===== config.mk =====
export PLATFORM = sky130hd
export DESIGN_NAME = fifo_rr_arb
export DESIGN_NICKNAME = d
export VERILOG_FILES = /design/src/rtl/fifo_arb_pkg.sv /design/src/rtl/fifo_rr_arb_rr_pick.sv /design/src/rtl/fifo_rr_arb.sv
export SDC_FILE = /design/constraint.sdc
export NUM_CORES = 1
export LEC_CHECK = 0
export BUFFER_PORTS_ARGS = -buffer_cell sky130_fd_sc_hd__buf_2
export CAP_MARGIN = 5
export CORE_UTILIZATION = 42
export CTS_CLUSTER_SIZE = 24
export DETAILED_ROUTE_END_ITERATION = 6
export GPL_ROUTABILITY_DRIVEN = 0
export PLACE_DENSITY = 0.84
export SLEW_MARGIN = 15
export SYNTH_ARGS = -nofsm -noshare
export SYNTH_HDL_FRONTEND = slang
export SYNTH_SLANG_ARGS = --single-unit

===== constraint.sdc =====
create_clock -name i_clk -period 1.8 [get_ports i_clk]
set_input_delay 0.27 -clock i_clk [delete_from_list [all_inputs] [get_ports i_clk]]
set_output_delay 0.27 -clock i_clk [all_outputs]
set_load 0.01 [all_outputs]

===== src/rtl/fifo_arb_pkg.sv =====
`default_nettype none
// ============================================================================
// Package     : fifo_arb_pkg
// Description : Shared types and constants for the round-robin FIFO arbiter.
//               Holds the arbiter FSM state encoding and the legal ranges
//               of the arbiter parameters.
// Revision    : 1.0 - initial release
// ============================================================================
package fifo_arb_pkg;

    // Arbiter FSM: IDLE arbitrates, GRANT forwards beats of one requester.
    typedef enum logic [0:0] {
        IDLE  = 1'b0,
        GRANT = 1'b1
    } arb_state_t;

    localparam int c_MIN_NUM_IN    = 2;
    localparam int c_MAX_NUM_IN    = 16;
    localparam int c_MIN_MAX_BURST = 2;

endpackage : fifo_arb_pkg
`default_nettype wire


===== src/rtl/fifo_rr_arb_rr_pick.sv =====
`default_nettype none
// ============================================================================
// Module      : rr_pick
// Description : Combinational rotate-priority encoder. Returns the first
//               requester with its request bit set, searching upward from
//               (i_last + 1) mod NUM_IN and wrapping around.
// Ports       : i_req   - request vector, one bit per requester
//               i_last  - index of the previously served requester
//               o_grant - index of the winning requester (0 when none)
//               o_any   - high when at least one request bit is set
// Revision    : 1.0 - initial release
// ============================================================================
module rr_pick #(
    parameter int NUM_IN = 4
) (
    input  logic [NUM_IN-1:0]         i_req,
    input  logic [$clog2(NUM_IN)-1:0] i_last,
    output logic [$clog2(NUM_IN)-1:0] o_grant,
    output logic                      o_any
);

    localparam int SRC_W = $clog2(NUM_IN);

    logic [SRC_W-1:0] w_idx;

    // Offsets 1..NUM_IN from the last winner; offset NUM_IN is the last
    // winner itself, so it only wins when nobody else is requesting.
    always_comb begin
        o_grant = '0;
        o_any   = 1'b0;
        w_idx   = '0;
        for (int i = 1; i <= NUM_IN; i++) begin
            w_idx = SRC_W'((int'(i_last) + i) % NUM_IN);
            if (!o_any && i_req[w_idx]) begin
                o_any   = 1'b1;
                o_grant = w_idx;
            end
        end
    end

endmodule : rr_pick
`default_nettype wire


===== src/rtl/fifo_rr_arb.sv =====
`default_nettype none
// ============================================================================
// Module      : fifo_rr_arb
// Description : Round-robin packet arbiter feeding a downstream FIFO. Holds a
//               grant for one requester until end-of-packet or MAX_BURST
//               beats, forwarding beats through a single output register.
// Ports       : i_clk, i_rst        - clock, asynchronous active-high reset
//               i_val/i_dat/i_eop   - per-requester beat valid/data/last
//               o_rdy               - per-requester accept (at most one high)
//               o_val/o_dat/o_eop   - downstream beat valid/data/last
//               o_src               - requester index of the current beat
//               i_rdy               - downstream ready
//               o_busy              - high while a grant is held
// Revision    : 1.0 - initial release
// ============================================================================
module fifo_rr_arb
    import fifo_arb_pkg::*;
#(
    parameter int NUM_IN    = 4,
    parameter int DAT_BITS  = 8,
    parameter int MAX_BURST = 16
) (
    input  logic                         i_clk,
    input  logic                         i_rst,
    input  logic [NUM_IN-1:0]            i_val,
    input  logic [NUM_IN*DAT_BITS-1:0]   i_dat,
    input  logic [NUM_IN-1:0]            i_eop,
    output logic [NUM_IN-1:0]            o_rdy,
    output logic                         o_val,
    output logic [DAT_BITS-1:0]          o_dat,
    output logic                         o_eop,
    output logic [$clog2(NUM_IN)-1:0]    o_src,
    input  logic                         i_rdy,
    output logic                         o_busy
);

    localparam int SRC_W = $clog2(NUM_IN);
    localparam int CNT_W = $clog2(MAX_BURST) + 1;

    if (NUM_IN < c_MIN_NUM_IN || NUM_IN > c_MAX_NUM_IN) begin : g_bad_num_in
        $fatal(1, "fifo_rr_arb: NUM_IN must be in 2..16");
    end
    if (MAX_BURST < c_MIN_MAX_BURST || (MAX_BURST & (MAX_BURST - 1)) != 0) begin : g_bad_max_burst
        $fatal(1, "fifo_rr_arb: MAX_BURST must be a power of 2, at least 2");
    end

    arb_state_t            state_q, state_d;
    logic [SRC_W-1:0]      grant_q;
    logic [SRC_W-1:0]      last_q;
    logic [CNT_W-1:0]      cnt_q;
    logic                  val_q;
    logic [DAT_BITS-1:0]   dat_q;
    logic                  eop_q;
    logic [SRC_W-1:0]      src_q;

    logic [SRC_W-1:0]      w_pick;
    logic                  w_any;
    logic                  w_rdy_g;
    logic                  w_acc;
    logic                  w_rel;
    logic                  w_eop_g;
    logic [DAT_BITS-1:0]   w_dat_g;
    logic [CNT_W-1:0]      w_cnt_inc;

    rr_pick #(
        .NUM_IN (NUM_IN)
    ) u_rr_pick (
        .i_req   (i_val),
        .i_last  (last_q),
        .o_grant (w_pick),
        .o_any   (w_any)
    );

    assign w_dat_g   = i_dat[grant_q*DAT_BITS +: DAT_BITS];
    assign w_eop_g   = i_eop[grant_q];
    assign w_cnt_inc = cnt_q + 1'b1;
    assign w_acc     = w_rdy_g & i_val[grant_q];
    // End of packet and burst limit on the same beat is one release.
    assign w_rel     = w_acc & (w_eop_g | (w_cnt_inc == CNT_W'(MAX_BURST)));

    // ------------------------------------------------------------------
    // FSM: state register
    // ------------------------------------------------------------------
    always_ff @(posedge i_clk or posedge i_rst) begin
        if (i_rst) begin
            state_q <= IDLE;
        end else begin
            state_q <= state_d;
        end
    end

    // ------------------------------------------------------------------
    // FSM: next state
    // ------------------------------------------------------------------
    always_comb begin
        state_d = state_q;
        case (state_q)
            IDLE:    if (w_any) state_d = GRANT;
            GRANT:   if (w_rel) state_d = IDLE;
            default: state_d = IDLE;
        endcase
    end

    // ------------------------------------------------------------------
    // FSM: outputs. The granted requester may push a beat whenever the
    // output register is empty or being drained this cycle.
    // ------------------------------------------------------------------
    always_comb begin
        o_rdy   = '0;
        o_busy  = 1'b0;
        w_rdy_g = 1'b0;
        if (state_q == GRANT) begin
            o_busy         = 1'b1;
            w_rdy_g        = ~val_q | i_rdy;
            o_rdy[grant_q] = w_rdy_g;
        end
    end

    // ------------------------------------------------------------------
    // Grant, burst counter and round-robin pointer
    // ------------------------------------------------------------------
    always_ff @(posedge i_clk or posedge i_rst) begin
        if (i_rst) begin
            grant_q <= '0;
            last_q  <= SRC_W'(NUM_IN - 1);
            cnt_q   <= '0;
        end else if (state_q == IDLE && w_any) begin
            grant_q <= w_pick;
            cnt_q   <= '0;
        end else if (w_acc) begin
            cnt_q <= w_cnt_inc;
            if (w_rel) begin
                last_q <= grant_q;
            end
        end
    end

    // ------------------------------------------------------------------
    // Output register: load on accept, clear when drained without refill
    // ------------------------------------------------------------------
    always_ff @(posedge i_clk or posedge i_rst) begin
        if (i_rst) begin
            val_q <= 1'b0;
            dat_q <= '0;
            eop_q <= 1'b0;
            src_q <= '0;
        end else if (w_acc) begin
            val_q <= 1'b1;
            dat_q <= w_dat_g;
            eop_q <= w_eop_g;
            src_q <= grant_q;
        end else if (i_rdy) begin
            val_q <= 1'b0;
        end
    end

    assign o_val = val_q;
    assign o_dat = dat_q;
    assign o_eop = eop_q;
    assign o_src = src_q;

endmodule : fifo_rr_arb
`default_nettype wire


==> reports/metrics.csv, run 1 <==
stage,metric,value,unit
clock_network,Clock Sinks,22,
pwr,NetSw,1.003,mW
critical_path,worst r2r dst,o_dat[5],
placement,placed inst area,0.001665,mm²
grt,grt ovf,0,
pwr,total chip power,2.786,mW
sta,max-slew violations,0,
run_status,run status,"complete, no violations",
pwr,sequential fraction of design power,0.325,
sta,final hold viol count,0,
synth,synthesized area per cell,12.58,µm²
cells_and_area,post-route cell area,0.001763,mm²
sta,Final Cycle Share,0.9577,
critical_path,R2R Setup Slk,0.08,ns
cells_and_area,area of the multi-input gates,698.2,µm²
hold_path,hold path depth,3,
grt,first-pass GRT wire length,4698,µm
detailed_routing,Total Wirelength,3051,µm
die,die area,0.003405,mm²
sta,PnR worst setup slack,0.07605,ns
synth,Synthesized Nets,150,
clock_network,clk root buf,clkbuf_4,
cells_and_area,Final nets,218,
detailed_routing,WL/cell,14.06,µm
cells_and_area,Layout fillers,249,
detailed_routing,Final ANT Viol Nets,0,
synth,sequential share of the synthesized area,0.4146,
synth,Yosys Warn Count,0,
clock_network,H-tree Lvls,1,
pwr,power share of the combinational group,0.540,
cells_and_area,Reg area,553.0,µm²
job,maxcap violations,0,
sta,FMAX,580.1,MHz
detailed_routing,vias per cell,5.069,
clock_network,Clock Latency Late Sink,0.31,ns
critical_path,CP Capture Type,register,
placement,hpwl dp,2370,µm
pwr,Leakage Power,0.8754,nW
clock_network,CTS Buffer Depth,2,
pwr,Switching Fraction,0.3599,
sta,Worst Tran Pin Value,0.4296,ns
sta,setup TNS,0,ns
die,Die Y-Extent,58.36,µm
synth,Post-Syn Area,0.001334,mm²
placement,placed cell count,208,
sta,relative slew slack,0.7133,
cells_and_area,# diodes,0,
critical_path,Crit Path Max Fanout,18,
critical_path,critical path class,reg2reg,
pwr,Int Pwr,1.783,mW
cells_and_area,final std cells w/o fill,217,
clock_network,CTS Buf Count,3,
critical_path,R2R cell count,3,
synth,Syn Inst Count,106,
placement,Setup WS pre-CTS,-0.03114,ns
die,core area,0.003028,mm²
critical_path,Worst EP required,2.01,ns
pwr,total power divided by cell area,1580,mW/mm²
critical_path,startpoint types,register,
pwr,Peak VDD IR,0.6217,mV
die,Initial Util,0.4405,
die,IO Pins,60,
detailed_routing,Vias,1100,
grt,largest net degree at the start of global routing,19,
cells_and_area,share of layout cells above drive strength 1,0.5434,
detailed_routing,DRT iter0 DRCs,6,
hold_path,hold path endpoint,o_val,
die,row count,20,
clock_network,CTS tree,done,
sta,setup violators final,0,
grt,Total GRT Usage,0.1880,
critical_path,data arrival time of the critical path,1.93,ns
grt,number of global-route vias before repair,1065,
hold_path,min-delay src,i_rdy,
detailed_routing,first drt pass iteration count,4,
grt,initial antenna violation count,0,
synth,"flops & latches, synth",22,
die,Die X,58.36,µm
critical_path,Reg2Reg Launch Point,grant_q[0],
sta,Clock Skews,0.006413,ns
synth,Netlist cell types,29,
sta,fin crit period,1.724,ns
detailed_routing,Residual DRC,0,
placement,number of port buffers,59,
clock_network,"Reg clk slew, reported paths",0.12,ns
cells_and_area,Layout area overhead,32.18,%
sta,RSZ-0062 raised after global routing,no,
hold_path,Min-Delay Path Class,in2reg,
pwr,clock power share,0.136,
per-layer routing:
metal	vias up	global-route usage	wire [µm]
met5	-	0	0
met4	0	0.08163	49
met3	5	0.02857	146
met2	39	0.3399	1599
met1	529	0.2214	1254
li1	527	-	-
registers in the layout, summed over array words and instances, names as in the netlist:
signal / cells
o_val: 1
grant_q: 2
state_q: 1
last_q: 2
cnt_q: 5
o_src: 2
o_dat: 8
o_eop: 1
through the flow:
step / hold slack, ns / util
after detailed placement: 0.2930 / 0.5500
final: 0.2594 / 0.5822
after floorplan: 0.2577 / -
after global routing: 0.2454 / 0.5822
after global placement: 0.2758 / 0.5500
after CTS: 0.2695 / 0.5723
power groups by stage:
| stage | clock network [mW] | logic [mW] | registers (mW) |
|---|---|---|---|
| 6_report | 0.379 | 1.50 | 0.904 |
| 5_1_grt | 0.411 | 1.63 | 0.931 |
| 4_1_cts | 0.380 | 1.45 | 0.898 |
| 3_5_place_dp | 0 | 1.44 | 0.909 |
| 3_3_place_gp | 0 | 1.37 | 0.890 |
| 2_1_floorplan | 0 | 1.02 | 0.941 |
layout by cell type (no fill, tap or decap), types with 3 or more instances in the layout:
cell type and n:
mux2_2 11, nand2_1 5, a21oi_1 8, buf_4 8
inv_1 4, mux4_1 6, dfrtp_1 20, nand3_1 3
buf_2 59, mux4_2 4, nor2_1 8, clkbuf_4 3
and2_1 3, o21ai_0 5
layout make-up:
class                   instances  share of cell area
clock inverters                 1             0.01703
inverters                       5             0.01065
repair buffers                 69              0.2186
flip-flops and latches         22              0.3137
clock buffers                   3             0.01278
well taps                      44             0.03123
multi-input cells              73              0.3960
critical path, cell delays in order, from the launching register on:
cell and delay [ns]:
dfrtp_1 0.44, mux4_2 0.57, nand2_4 0.23, mux2_2 0.37
synth_stat cells:
cell type | instances | area, µm²
nand3_1 | 3 | 15.01
dfstp_2 | 2 | 52.55
clkbuf_8 | 3 | 41.29
and2_1 | 3 | 18.77
mux2i_1 | 2 | 20.02
nand2b_1 | 2 | 12.51
nor2_1 | 8 | 30.03
a31oi_1 | 1 | 6.260
xor2_1 | 2 | 17.52
or3_1 | 2 | 12.51
and3_1 | 1 | 6.260
mux4_1 | 6 | 157.7
mux2_4 | 2 | 30.03
o22ai_1 | 1 | 6.260
nor3b_1 | 2 | 15.01
a21oi_1 | 8 | 40.04
o21ai_0 | 5 | 25.02
ha_1 | 1 | 12.51
o21bai_1 | 1 | 7.510
a21oi_4 | 1 | 16.27
nand2_2 | 1 | 6.260
dfrtp_1 | 20 | 500.5
nor3_1 | 1 | 5.000
mux2_2 | 11 | 123.9
buf_6 | 2 | 22.52
mux4_2 | 4 | 90.09
inv_1 | 5 | 18.77
nand2_1 | 5 | 18.77
buf_2 | 1 | 5.000
what timing repair did:
action                                  CTS  global route
gates resized for setup                   1             1
hold buffers                              1             0
gates cloned                              0             0
buffers inserted                          0             4
endpoints found under the hold margin     9             0
endpoints found under the setup margin   11             2
worst max path at each step:
stage,cells after the start,slack (ns),from,to
final,3,0.08,grant_q[0],o_dat[5]
after global routing,3,0.01,grant_q[0],o_dat[0]
after CTS,5,0.04,grant_q[0],last_q[0]
after detailed placement,3,-0.03,grant_q[0],o_dat[6]
after global placement,3,0.04,grant_q[0],o_dat[6]
after floorplan,5,0.09,grant_q[0],o_dat[0]
kinds of logic after synthesis:
kind of cell | synth area share
AND/OR/NAND/NOR | 0.1051
flip-flops | 0.4146
multiplexers | 0.3161
adder cells (fa/ha/maj) | 0.009379
AO/OA/AOI/OAI | 0.07599
XOR/XNOR | 0.01314
buffers and inverters | 0.06566
Note: power is estimated with default switching activity, not from simulation.
==> run 2: changes to the inputs <==
--- a/config.mk
+++ b/config.mk
@@ -11,7 +11,7 @@
 export CTS_CLUSTER_SIZE = 24
 export DETAILED_ROUTE_END_ITERATION = 6
 export GPL_ROUTABILITY_DRIVEN = 0
-export PLACE_DENSITY = 0.84
+export PLACE_DENSITY = 0.75
 export SLEW_MARGIN = 15
 export SYNTH_ARGS = -nofsm -noshare
 export SYNTH_HDL_FRONTEND = slang
==> reports/metrics.csv, run 2 (synthesis results as in run 1) <==
stage,metric,value,unit
critical_path,critical path class,reg2reg,
pwr,power share of the combinational group,0.534,
die,Initial Util,0.4405,
grt,largest net degree at the start of global routing,20,
clock_network,H-tree Lvls,1,
pwr,clock power share,0.139,
detailed_routing,Metal-1 WL,1143,µm
pwr,NetSw,0.9830,mW
cells_and_area,most frequent cells in the layout,"59 x buf_2, 19 x dfrtp_1, 11 x mux2_2",
cells_and_area,# diodes,0,
critical_path,R2R Setup Slk,0.09,ns
detailed_routing,Vias,1105,
sta,FMAX,584.7,MHz
pwr,Leakage Power,0.8671,nW
clock_network,CTS Buf Count,3,
cells_and_area,Final nets,217,
critical_path,startpoint types,register,
detailed_routing,Residual DRC,0,
grt,grt ovf,0,
pwr,sequential fraction of design power,0.328,
placement,hpwl dp,2285,µm
sta,Clock Skews,0.009919,ns
detailed_routing,DR top layer,met4,
clock_network,Clock Latency Late Sink,0.31,ns
hold_path,min-delay src,i_rdy,
sta,max-slew violations,0,
clock_network,Clock Sinks,22,
critical_path,data arrival time of the critical path,1.96,ns
pwr,Switching Fraction,0.3564,
sta,Final Cycle Share,0.9501,
critical_path,Crit Path Max Fanout,6,
clock_network,CTS Buffer Depth,2,
detailed_routing,DR WL met2,1561,µm
cells_and_area,"most common cell after layout, fill and taps aside",buf_2,
clock_network,"Reg clk slew, reported paths",0.12,ns
detailed_routing,vias per cell,5.116,
placement,Setup WS pre-CTS,0.05641,ns
die,die area,0.003405,mm²
die,IO Pins,60,
critical_path,worst r2r dst,last_q[0],
sta,RSZ-0062 raised after global routing,no,
grt,number of global-route vias before repair,1070,
cells_and_area,Layout fillers,249,
cells_and_area,Layout area overhead,31.33,%
clock_network,clk root buf,clkbuf_4,
detailed_routing,WL met3,194,µm
detailed_routing,Final ANT Viol Nets,0,
detailed_routing,first drt pass iteration count,4,
pwr,Peak VDD IR,0.6439,mV
cells_and_area,share of layout cells above drive strength 1,0.5407,
clock_network,CTS tree,done,
grt,Total GRT Usage,0.1841,
critical_path,Worst EP required,2.05,ns
die,Die Y-Extent,58.36,µm
sta,final hold viol count,0,
sta,setup violators final,0,
detailed_routing,WL/cell,13.50,µm
hold_path,hold path endpoint,o_val,
cells_and_area,max reg flops,8,
sta,Worst Tran Pin Value,0.4265,ns
detailed_routing,DRT iter0 DRCs,25,
die,Die X,58.36,µm
placement,number of port buffers,59,
hold_path,hold path depth,3,
critical_path,CP Capture Type,register,
hold_path,Min-Delay Path Class,in2reg,
sta,relative slew slack,0.7127,
sta,PnR worst setup slack,0.08982,ns
cells_and_area,area of the multi-input gates,693.2,µm²
job,maxcap violations,0,
pwr,total power divided by cell area,1575,mW/mm²
critical_path,R2R cell count,5,
detailed_routing,Total Wirelength,2915,µm
sta,fin crit period,1.710,ns
die,core area,0.003028,mm²
grt,first-pass GRT wire length,4657,µm
critical_path,Reg2Reg Launch Point,grant_q[0],
sta,setup TNS,0,ns
grt,initial antenna violation count,0,
die,row count,20,
run_status,run status,"complete, no violations",
pwr,Int Pwr,1.775,mW
cells_and_area,Reg area,554.3,µm²
-- run 2: worst max path at each step --
| stage | startpoint | to | depth (start not counted) |
|---|---|---|---|
| global route | grant_q[0] | o_rdy[1] | 4 |
| detailed placement | grant_q[0] | last_q[0] | 5 |
| global placement | grant_q[0] | last_q[1] | 5 |
| floorplan | grant_q[0] | o_dat[0] | 5 |
| CTS | grant_q[0] | last_q[0] | 5 |
| finish | grant_q[0] | last_q[0] | 5 |
-- run 2: area by class of cell --
cell class	count	share of cell area
Sequential cell	22	0.3164
Timing Repair Buffer	68	0.2157
Multi-Input combinational cell	73	0.3957
Inverter	5	0.01071
Tap cell	44	0.03143
Clock buffer	3	0.01286
Clock inverter	1	0.01714
-- run 2: per-stage QoR --
step	util	area, µm²	power, mW	hold slack, ns	std cells
floorplan	-	1334	1.965	0.2577	106
global placement	0.5550	1680	2.311	0.2729	210
detailed placement	0.5550	1680	2.372	0.2884	210
CTS	0.5756	1743	2.756	0.2580	215
global route	0.5785	1752	2.954	0.2889	216
finish	0.5785	1752	2.758	0.2558	216
-- run 2: critical path, stage by stage, from the launching register on --
cell,delay (ns)
dfrtp_2,0.43
buf_4,0.16
mux4_1,0.55
inv_1,0.13
a21oi_4,0.08
mux2_4,0.31
-- run 2: metal layers --
layer | track usage | vias to the layer above
li1 | - | 523
met1 | 0.2274 | 531
met2 | 0.3300 | 49
met3 | 0.03297 | 2
met4 | 0.05442 | 0
met5 | 0 | -
-- run 2: timing repair --
item                                    4_1_cts  5_1_grt
buffers inserted                              0        1
hold endpoints to repair                      8        0
endpoints found under the setup margin        0        3
gates resized for setup                       0        1
hold buffers                                  1        0
-- run 2: power groups by stage --
stage / registers [mW] / logic [mW] / clock network [mW]
floorplan: 0.941 / 1.02 / 0
global placement: 0.902 / 1.41 / 0
detailed placement: 0.910 / 1.46 / 0
CTS: 0.901 / 1.47 / 0.386
global route: 0.935 / 1.60 / 0.416
finish: 0.904 / 1.47 / 0.383
==> run 3: changes to the inputs <==
--- a/config.mk
+++ b/config.mk
@@ -5,13 +5,15 @@
 export SDC_FILE = /design/constraint.sdc
 export NUM_CORES = 1
 export LEC_CHECK = 0
+export ABC_AREA = 1
 export BUFFER_PORTS_ARGS = -buffer_cell sky130_fd_sc_hd__buf_2
 export CAP_MARGIN = 5
-export CORE_UTILIZATION = 42
+export CORE_UTILIZATION = 44
 export CTS_CLUSTER_SIZE = 24
 export DETAILED_ROUTE_END_ITERATION = 6
 export GPL_ROUTABILITY_DRIVEN = 0
-export PLACE_DENSITY = 0.75
+export PLACE_DENSITY = 0.76
+export REMOVE_ABC_BUFFERS = 1
 export SLEW_MARGIN = 15
 export SYNTH_ARGS = -nofsm -noshare
 export SYNTH_HDL_FRONTEND = slang
==> reports/metrics.csv, run 3 <==
stage,metric,value,unit
run_status,run status,"complete, no violations",
critical_path,R2R Setup Slk,0.07,ns
synth,Syn Inst Count,226,
cells_and_area,Final nets,339,
sta,relative slew slack,0.7974,
synth,Main synth FF type,dfrtp_1,
pwr,Leakage Power,1.141,nW
synth,number of flops mapped to enable cells by yosys,0,
synth,sequential share of the synthesized area,0.3593,
critical_path,most frequent CP cell,nand2_1,
critical_path,"Critical Path, Cell by Cell","dlymetal6s2s_1, nand2_1, nand3_1, nand2_1, nor2_4, nand3_2, nand2_4, inv_2, nand2_1, nand2_1",
synth,Area contributors post-synth,"dfrtp_1 33%, nand2_1 24%, nand3_1 6.5%, nand2_2 4.1%, a22oi_1 3.9%",
synth,Yosys top cell area share,0.3252,
sta,max-slew violations,0,
critical_path,slowest CP cell,dfstp_2,
cells_and_area,Layout area overhead,28.05,%
die,Initial Util,0.4612,
synth,synthesized area per cell,6.810,µm²
grt,grt ovf,0,
critical_path,data arrival time of the critical path,1.94,ns
critical_path,"Largest delay share family, worst path",simple AND/OR/NAND/NOR gates,
sta,PnR worst setup slack,0.07449,ns
cells_and_area,"most common cell after layout, fill and taps aside",nand2_1,
synth,"area leader, netlist",dfrtp_1,
synth,"flops & latches, synth",22,
detailed_routing,Vias,1634,
critical_path,end point of the critical path,grant_q[1],
critical_path,worst r2r dst,grant_q[1],
clock_network,CTS Buffer Depth,2,
clock_network,CTS Buf Count,3,
pwr,Peak VDD IR,0.7136,mV
cells_and_area,most frequent cells in the layout,"97 x nand2_1, 59 x buf_2, 20 x nand3_1, 20 x dfrtp_1, 14 x inv_1",
synth,Netlist cell types,28,
die,Die X,61.14,µm
die,Die Y-Extent,61.14,µm
cells_and_area,share of layout cells above drive strength 1,0.3435,
detailed_routing,DRT iter0 DRCs,73,
sta,final hold viol count,0,
critical_path,slowest cell delay on critical path,0.62,ns
die,die area,0.003738,mm²
critical_path,Stages on worst setup path,10,
die,core area,0.003337,mm²
synth,Post-Syn Area,0.001539,mm²
sta,worst hold margin,0.1262,ns
placement,hpwl dp,2956,µm
critical_path,"Buf+Inv Stages, Crit Path",2,
cells_and_area,# diodes,0,
grt,initial antenna violation count,0,
critical_path,Crit Path Max Fanout,9,
grt,number of global-route vias before repair,1404,
synth,Synth top cells by count,"97 x nand2_1, 20 x dfrtp_1, 20 x nand3_1",
synth,"count leader, synth",nand2_1,
sta,FMAX,579.5,MHz
pwr,total chip power,3.180,mW
cells_and_area,max reg flops,8,
job,maxcap violations,0,
critical_path,Reg2Reg Launch Point,last_q[0],
sta,setup violators final,0,
grt,first-pass GRT wire length,6154,µm
die,IO Pins,60,
placement,Setup WS pre-CTS,0.1083,ns
die,row count,21,
sta,Final Cycle Share,0.9586,
pwr,total power divided by cell area,1614,mW/mm²
detailed_routing,Total Wirelength,3782,µm
sta,Worst Tran Pin Value,0.3038,ns
clock_network,Clock Latency Late Sink,0.31,ns
sta,fin crit period,1.726,ns
detailed_routing,Residual DRC,0,
critical_path,R2R cell count,10,
hold_path,Min-Delay Path Class,in2reg,
synth,Yosys Warn Count,0,
detailed_routing,Final ANT Viol Nets,0,
synth,asr flop ratio synth,1.000,
critical_path,critical path class,reg2reg,
clock_network,CTS tree,done,
clock_network,clk root buf,clkbuf_4,
critical_path,CP startpoint,last_q[0],
clock_network,"Reg clk slew, reported paths",0.13,ns
critical_path,CP Capture Type,register,
sta,Clock Skews,0.005561,ns
clock_network,Clock Sinks,22,
critical_path,Worst EP required,2.02,ns
detailed_routing,first drt pass iteration count,4,
clock_network,H-tree Lvls,1,
critical_path,startpoint types,register,
placement,number of port buffers,59,
detailed_routing,WL/cell,11.12,µm
grt,Total GRT Usage,0.2216,
grt,largest net degree at the start of global routing,23,
detailed_routing,vias per cell,4.806,
## run 3: changes by cell type after synthesis, moves of 4 or more
cell     delta
a22oi_1     +8
nand3_1    +17
mux4_2      -4
nand2_2     +9
inv_2       +7
o21ai_1     +5
inv_1       +9
nand2_1    +92
mux2_2     -11
mux4_1      -6
nor2_1      +4
a21oi_1     -7
## run 3: where the power goes
group | switching (mW) | internal, mW
sequential | 0.190 | 0.716
combinational | 1.24 | 0.752
clock | 0.158 | 0.124
total | 1.59 | 1.59
## run 3: metrics by stage
| stage | std cells | util | TNS, ns | cell area (µm²) |
|---|---|---|---|---|
| finish | 340 | 0.5906 | 0 | 1971 |
| CTS | 337 | 0.5816 | 0 | 1941 |
| global route | 340 | 0.5906 | -0.06117 | 1971 |
| detailed placement | 332 | 0.5677 | 0 | 1894 |
| global placement | 332 | 0.5677 | 0 | 1894 |
| floorplan | 222 | - | 0 | 1504 |
## run 3: how the worst min path moves through the flow
stage / from / endpoint / slack, ns / cells after the start
floorplan: i_rst / cnt_q[0] / 0.26 / 1
global placement: i_rst / o_dat[5] / 0.32 / 3
detailed placement: i_rst / o_dat[5] / 0.32 / 3
CTS: i_rdy / o_val / 0.13 / 2
global route: i_rdy / o_val / 0.14 / 2
finish: i_rdy / o_val / 0.13 / 2
## run 3: timing repair
item	CTS	global route
hold endpoints to repair	20	0
resized for setup	0	2
hold buffers	1	0
buffers inserted	0	3
setup endpoints to repair	0	10
## run 3: logic make-up (layout without fill, tap and decap cells)
| logic type | after synthesis | count (layout) | synth area share |
|---|---|---|---|
| compound gates | 20 | 20 | 0.08211 |
| fa+ha+maj | 1 | 1 | 0.008129 |
| buf+inv | 28 | 96 | 0.08536 |
| xor+xnor | 4 | 4 | 0.02277 |
| flops | 22 | 22 | 0.3593 |
| simple gates | 151 | 151 | 0.4423 |
## run 3: worst reg2reg max path, cell delays in order (launching register included)
cell	delay [ns]
dfstp_2	0.62
dlymetal6s2s_1	0.21
nand2_1	0.09
nand3_1	0.09
nand2_1	0.09
nor2_4	0.13
nand3_2	0.09
nand2_4	0.14
inv_2	0.06
nand2_1	0.07
nand2_1	0.06
## run 3: layer usage
layer  vias to the layer above  track usage  wire length (µm)
met5                         -            0                 0
met4                         0      0.07468                51
met3                         6      0.04202               196
met2                        60       0.3509              1784
met1                       707       0.3047              1749
li1                        861            -                 -
## run 3: final cells by class
| class | instances | area (µm²) |
|---|---|---|
| Multi-Input combinational cell | 176 | 857.1 |
| Fill cell | 331 | 1366 |
| Timing Repair Buffer | 68 | 370.4 |
| Tap cell | 46 | 57.56 |
| Clock buffer | 4 | 36.28 |
| Inverter | 24 | 96.34 |
| Sequential cell | 22 | 553.0 |
